`config.mk`:
```
export PLATFORM = sky130hd
export DESIGN_NAME = wave_sweep_ctrl
export DESIGN_NICKNAME = d
export VERILOG_FILES = /design/src/rtl/wave_ctrl_pkg.sv /design/src/rtl/key_debounce.sv /design/src/rtl/wave_sweep_ctrl.sv
export SDC_FILE = /design/constraint.sdc
export NUM_CORES = 1
export LEC_CHECK = 0
export ABC_AREA = 1
export CAP_MARGIN = 20
export CORE_MARGIN = 1
export CORE_UTILIZATION = 55
export DETAILED_ROUTE_END_ITERATION = 7
export GPL_ROUTABILITY_DRIVEN = 0
export GPL_TIMING_DRIVEN = 1
export HOLD_SLACK_MARGIN = 0.12
export PLACE_DENSITY_LB_ADDON = 0.25
export SYNTH_ARGS = -nofsm -noshare
export SYNTH_HDL_FRONTEND = slang
export SYNTH_HIERARCHICAL = 1
export SYNTH_SLANG_ARGS = --single-unit
```
`constraint.sdc`:
```
create_clock -name clk -period 4.7 [get_ports clk]
set_clock_uncertainty 0.2 [all_clocks]
set_input_delay 0.705 -clock clk [delete_from_list [all_inputs] [get_ports clk]]
set_output_delay 0.705 -clock clk [all_outputs]
set_load 0.02 [all_outputs]
```
`src/rtl/wave_ctrl_pkg.sv`:
```
// Shared encodings for the waveform sequencer: FSM states, wave select codes, sweep direction.
package wave_ctrl_pkg;

    typedef enum logic [1:0] {
        ST_IDLE       = 2'd0,
        ST_SWEEP_UP   = 2'd1,
        ST_SWEEP_DOWN = 2'd2,
        ST_HOLD       = 2'd3
    } sweep_state_t;

    localparam logic [1:0] WAVE_SINE   = 2'b00;
    localparam logic [1:0] WAVE_TRI    = 2'b01;
    localparam logic [1:0] WAVE_SQUARE = 2'b10;

    localparam logic DIR_UP   = 1'b0;
    localparam logic DIR_DOWN = 1'b1;

    function automatic logic [1:0] next_wave(input logic [1:0] w);
        case (w)
            WAVE_SINE: return WAVE_TRI;
            WAVE_TRI:  return WAVE_SQUARE;
            default:   return WAVE_SINE;
        endcase
    endfunction

    // 2'b11 has no generator behind it, so it falls back to sine.
    function automatic logic [1:0] legal_wave(input logic [1:0] w);
        return (w == 2'b11) ? WAVE_SINE : w;
    endfunction

endpackage

```
`src/rtl/key_debounce.sv`:
```
// Push-button conditioner: 2-flop synchronizer, stability counter, one-cycle press pulse on a
// debounced high-to-low transition. Shared by the front-panel keys.
module key_debounce #(
    parameter int DEBOUNCE_CYCLES = 1_000_000
) (
    input  logic clk,
    input  logic rst,
    input  logic key,
    output logic press
);
    localparam int             CW       = (DEBOUNCE_CYCLES > 1) ? $clog2(DEBOUNCE_CYCLES) : 1;
    localparam logic [CW-1:0]  CNT_LAST = CW'(DEBOUNCE_CYCLES - 1);

    logic          key_s1, key_s2, key_level;
    logic [CW-1:0] cnt;

    // cnt holds the number of consecutive synced samples that disagree with key_level;
    // the level flips on the DEBOUNCE_CYCLES-th one.
    always_ff @(posedge clk or posedge rst) begin
        if (rst) begin
            key_s1    <= 1'b1;
            key_s2    <= 1'b1;
            key_level <= 1'b1;
            cnt       <= '0;
            press     <= 1'b0;
        end else begin
            key_s1 <= key;
            key_s2 <= key_s1;
            press  <= 1'b0;
            if (key_s2 == key_level) begin
                cnt <= '0;
            end else if (cnt == CNT_LAST) begin
                cnt       <= '0;
                key_level <= key_s2;
                press     <= ~key_s2;
            end else begin
                cnt <= cnt + 1'b1;
            end
        end
    end

endmodule

```
`src/rtl/wave_sweep_ctrl.sv`:
```
// Frequency-sweep sequencer for the waveform datapath; settings are committed only on dac_done.
// WAVE_SWEEP_AUTO_WAVE_EN: wave target advances at each sweep floor instead of following wave_sel_in.
module wave_sweep_ctrl
    import wave_ctrl_pkg::*;
#(
    parameter int         DEBOUNCE_CYCLES = 1_000_000,
    parameter int         DWELL_CYCLES    = 5_000_000,
    parameter logic [7:0] FREQ_MIN        = 8'd1,
    parameter logic [7:0] FREQ_MAX        = 8'd16,
    parameter logic [7:0] FREQ_STEP       = 8'd1
) (
    input  logic       clk,
    input  logic       rst,
    input  logic       key,
    input  logic       dac_done,
    input  logic [1:0] wave_sel_in,
    output logic [7:0] freq_ctrl,
    output logic [1:0] wave_sel,
    output logic       sweep_active,
    output logic       update_pend
);
    localparam int            DW         = (DWELL_CYCLES > 1) ? $clog2(DWELL_CYCLES) : 1;
    localparam logic [DW-1:0] DWELL_LAST = DW'(DWELL_CYCLES - 1);

    sweep_state_t  state, state_nx;
    logic          dir_saved, dir_nx;
    logic [DW-1:0] dwell_cnt, cnt_nx;
    logic [7:0]    tgt_freq, freq_nx;
    logic [1:0]    tgt_wave, wave_nx;
    logic          press, terminal, tgt_change;
    logic [9:0]    up_reach, down_floor;

    key_debounce #(.DEBOUNCE_CYCLES(DEBOUNCE_CYCLES)) u_key (
        .clk   (clk),
        .rst   (rst),
        .key   (key),
        .press (press)
    );

    // Widened compares: a step that would land within one step of a bound clamps to it.
    assign up_reach   = {2'b00, tgt_freq} + {2'b00, FREQ_STEP} + {2'b00, FREQ_STEP};
    assign down_floor = {2'b00, FREQ_MIN} + {2'b00, FREQ_STEP} + {2'b00, FREQ_STEP};
    assign terminal   = (dwell_cnt == DWELL_LAST);

    always_comb begin
        state_nx = state;
        dir_nx   = dir_saved;
        cnt_nx   = dwell_cnt;
        freq_nx  = tgt_freq;
`ifdef WAVE_SWEEP_AUTO_WAVE_EN
        wave_nx  = tgt_wave;
`else
        wave_nx  = legal_wave(wave_sel_in);
`endif
        case (state)
            ST_IDLE: begin
                if (press) begin
                    state_nx = ST_SWEEP_UP;
                    cnt_nx   = '0;
                    freq_nx  = FREQ_MIN;
                end
            end
            ST_SWEEP_UP: begin
                // A press beats a dwell terminal: counter freezes and the step waits for resume.
                if (press) begin
                    state_nx = ST_HOLD;
                    dir_nx   = DIR_UP;
                end else if (terminal) begin
                    cnt_nx = '0;
                    if (up_reach > {2'b00, FREQ_MAX}) begin
                        freq_nx  = FREQ_MAX;
                        state_nx = ST_SWEEP_DOWN;
                    end else begin
                        freq_nx = tgt_freq + FREQ_STEP;
                    end
                end else begin
                    cnt_nx = dwell_cnt + 1'b1;
                end
            end
            ST_SWEEP_DOWN: begin
                if (press) begin
                    state_nx = ST_HOLD;
                    dir_nx   = DIR_DOWN;
                end else if (terminal) begin
                    cnt_nx = '0;
                    if ({2'b00, tgt_freq} < down_floor) begin
                        freq_nx  = FREQ_MIN;
                        state_nx = ST_SWEEP_UP;
`ifdef WAVE_SWEEP_AUTO_WAVE_EN
                        wave_nx  = next_wave(tgt_wave);
`endif
                    end else begin
                        freq_nx = tgt_freq - FREQ_STEP;
                    end
                end else begin
                    cnt_nx = dwell_cnt + 1'b1;
                end
            end
            ST_HOLD: begin
                if (press) state_nx = (dir_saved == DIR_UP) ? ST_SWEEP_UP : ST_SWEEP_DOWN;
            end
            default: state_nx = ST_IDLE;
        endcase
        tgt_change = (freq_nx != tgt_freq) || (wave_nx != tgt_wave);
    end

    always_ff @(posedge clk or posedge rst) begin
        if (rst) begin
            state        <= ST_IDLE;
            dir_saved    <= DIR_UP;
            dwell_cnt    <= '0;
            tgt_freq     <= FREQ_MIN;
            tgt_wave     <= WAVE_SINE;
            freq_ctrl    <= FREQ_MIN;
            wave_sel     <= WAVE_SINE;
            sweep_active <= 1'b0;
            update_pend  <= 1'b0;
        end else begin
            state        <= state_nx;
            dir_saved    <= dir_nx;
            dwell_cnt    <= cnt_nx;
            tgt_freq     <= freq_nx;
            tgt_wave     <= wave_nx;
            sweep_active <= (state_nx == ST_SWEEP_UP) || (state_nx == ST_SWEEP_DOWN);
            // Commit the next-target values so a change coinciding with dac_done is not lost.
            if (dac_done && (update_pend || tgt_change)) begin
                freq_ctrl   <= freq_nx;
                wave_sel    <= wave_nx;
                update_pend <= 1'b0;
            end else if (tgt_change) begin
                update_pend <= 1'b1;
            end
        end
    end

endmodule

```
==> flow_metrics.env <==
export IMPL_cp_data_arrival_time_ns=3.49
export IMPL_grt_antenna_before_repair=0
export IMPL_cts_setup_buffers=0
export IMPL_p_sw_share_pct=23.1
export IMPL_fin_crit_sh_pct=73.4
export IMPL_ys_seq_elements=72
export IMPL_synth_nets=652
export IMPL_die_area_um2=8920
export IMPL_vias_per_cell=5.59
export IMPL_drt_wirelength_per_cell_um=13.9
export IMPL_wirelength_um=10600
export IMPL_cts_buffers=9
export IMPL_relSlewSlack_pct=39.6
export IMPL_path_class="reg -> reg"
export IMPL_grt_pass1_wl_um=18200
export IMPL_internal_power_uw=1000
export IMPL_yosysSeqAreaShare_pct=38.5
export IMPL_antenna_left=0
export IMPL_layout_drive_gt1_share_pct=12.5
export IMPL_netlist_instances=634
export IMPL_cts_tree="done"
export IMPL_initial_core_util_pct=56.9
export IMPL_design_area_um2=5170
export IMPL_grt_max_degree=49
export IMPL_grt_setup_unrepaired="no"
export IMPL_crit_fanout=15
export IMPL_max_cap_viol_count=0
export IMPL_yosysWarnings=6
export IMPL_clk_pin_slew_ns=0.08
export IMPL_layout_nets=670
export IMPL_status="finished, final reports clean"
export IMPL_grt_overflow=0
export IMPL_clockRootBuffer="clkbuf_8"
export IMPL_cts_hold_buf=0
export IMPL_path_buf_inv=3
export IMPL_drv_slew=0
export IMPL_synthTopCellsByArea="dfrtp_1 (36%), nand2_1 (12%), nor2_1 (6.1%), nand3_1 (6.0%), inv_1 (5.7%)"
export IMPL_synth_top_area_share_pct=35.7
export IMPL_cts_resized=0
export IMPL_slowest_delay_ns=0.70
export IMPL_dieHeight_um=94.5
export IMPL_tns_ns=0
export IMPL_combPwrFrac_pct=4.2
export IMPL_htreeDepth=3
export IMPL_yosys_top_cells_count="nand2_1 (148), nor2_1 (76), inv_1 (71)"
export IMPL_critPathRequiredTime_ns=4.74
export IMPL_ir_drop_v=0.000164
export IMPL_grt_pass1_vias=4001
export IMPL_rows=33
export IMPL_syn_area_um2=4700
export IMPL_crit_path_end_kind="flop"
export IMPL_async_reset_ff_share_pct=100
export IMPL_firstDrtPassIters=5
export IMPL_worstHoldPathType="reg -> reg"
export IMPL_vias=4259
export IMPL_clk_latency_ns=0.35
export IMPL_fmax_ghz=0.290
export IMPL_cp_start_kind="flop"
export IMPL_final_util_pct=62.7
export IMPL_core_um2=8260
export IMPL_net_switching_power_uw=301
export IMPL_synth_edf_count=0
export IMPL_cts_max_path_buffers=2
export IMPL_critPathTopFamily="compound AO/OA/AOI/OAI gates"
export IMPL_diodes=0
export IMPL_yosys_cell_types_count=45
export IMPL_syn_mean_instance_area_um2=7.41
export IMPL_critPathSlowestCell="dfrtp_1"
export IMPL_initialDrtViolationCount=347
export IMPL_dpl_hpwl_um=7720
export IMPL_p_total_uw=1310
export IMPL_power_per_cell_area_nw_per_um2=252
export IMPL_setup_viol=0
export IMPL_grt_use_total_pct=26.0
export IMPL_die_w_um=94.5
export IMPL_pwr_share_seq_pct=48.3
export IMPL_post_route_drc_count=0
export IMPL_place_area_um2=4900
export IMPL_port_buffers=17
export IMPL_syn_to_final_growth_pct=10.1
export IMPL_yosys_area_top_type="dfrtp_1"
export IMPL_p_leak_uw=0.00240
export IMPL_hold_viol=0
export IMPL_cts_sinks=72
export IMPL_synth_ff_type="dfrtp_1"
export IMPL_io_pins=18
export IMPL_yosysMostFrequentCell="nand2_1"
export IMPL_crit_chain="inv_1 -> a21oi_4 -> inv_2 -> a21oi_2 -> nand3_2 -> nor2_2 -> nand3_1 -> inv_1 -> nand4_2 -> nor2_2 -> nand3_1 -> o21ai_1 -> a21oi_1"
export IMPL_clkPwrFrac_pct=47.5
export IMPL_min_period_ns=3.45
export IMPL_worst_pin_slew_ns=0.905
[per-layer routing]
| metal | track usage [%] | vias to the layer above | wire [µm] |
|---|---|---|---|
| li1 | - | 2091 | - |
| met1 | 34.9 | 1988 | 4700 |
| met2 | 41.1 | 156 | 4960 |
| met3 | 5.72 | 24 | 684 |
| met4 | 9.97 | 0 | 253 |
| met5 | 0 | - | 0 |
[power groups by stage]
stage	clock (µW)	combinational [µW]	sequential (µW)
3_3_place_gp	0	52.6	643
5_1_grt	659	62.5	632
6_report	621	54.5	631
3_5_place_dp	0	53.7	643
4_1_cts	631	53.9	631
2_1_floorplan	0	32.8	646
[registers in the layout, indices dropped and copies added, names as in the netlist]
name and cells:
dwell_cnt 23, u_key/cnt 20, freq_ctrl 8, tgt_freq 8
state 2, tgt_wave 2, wave_sel 2, dir_saved 1
sweep_active 1, u_key/key_level 1, u_key/key_s1 1, u_key/key_s2 1
u_key/press 1, update_pend 1
[metrics by stage]
stage,setup WS (ns),hold slack [ns],cells
floorplan,2.10,0.145,634
finish,1.25,0.150,762
global placement,1.37,0.147,745
global route,0.946,0.152,762
detailed placement,1.36,0.149,745
CTS,1.33,0.153,761
[path summary, 6_finish.rpt]
check / startpoint / end / slack (ns) / cells after the start
setup / recovery: u_key/press / dwell_cnt[20] / 1.25 / 13
hold / removal: u_key/key_s1 / u_key/key_s2 / 0.15 / 0
setup reg to reg: u_key/press / dwell_cnt[20] / 1.25 / 13
hold reg to reg: u_key/key_s1 / u_key/key_s2 / 0.15 / 0
max in group asynchronous: rst / u_key/cnt[10] / 3.04 / 2
min in group asynchronous: rst / dwell_cnt[19] / 0.46 / 2
[cells by family after synthesis]
family	Yosys count	share of synthesized area [%]
AOI/OAI and AO/OA	77	9.53
DFF	72	38.5
and+or+nand+nor	363	36.6
xor gates and xnor gates	19	3.70
adders and majority gates	12	3.19
buffers and inverters	91	8.49
[placed cells by master, fill, tap and decap left out, types with 6 or more instances in the layout]
| cell type | n |
|---|---|
| nor2_1 | 76 |
| o21ai_0 | 24 |
| nor2_2 | 14 |
| nand4_1 | 10 |
| inv_1 | 70 |
| ha_1 | 12 |
| nand2_2 | 10 |
| nand3_2 | 8 |
| nand2_1 | 148 |
| nand3_1 | 56 |
| dfrtp_1 | 67 |
| clkbuf_8 | 9 |
| nor3_1 | 23 |
| nor2_4 | 6 |
| a21oi_1 | 31 |
| inv_2 | 9 |
| clkdlybuf4s50_1 | 17 |
| xor2_1 | 16 |
[worst reg2reg max path: cells and delay by family, from the launching register on]
kind                   cells  cell delay [ns]
AOI/OAI and AO/OA          4             1.04
buffers and inverters      3             0.59
DFF                        1             0.70
and+or+nand+nor            6             0.82
[area by class of cell]
cell class	instances	area [µm²]
clock buffers	9	124
clock inverters	7	128
fillers	739	3080
inverters	80	300
multi-input cells	471	2490
flip-flops and latches	72	1810
well taps	105	131
repair buffers	18	190
No activity file was read; power rests on OpenSTA's default activity.
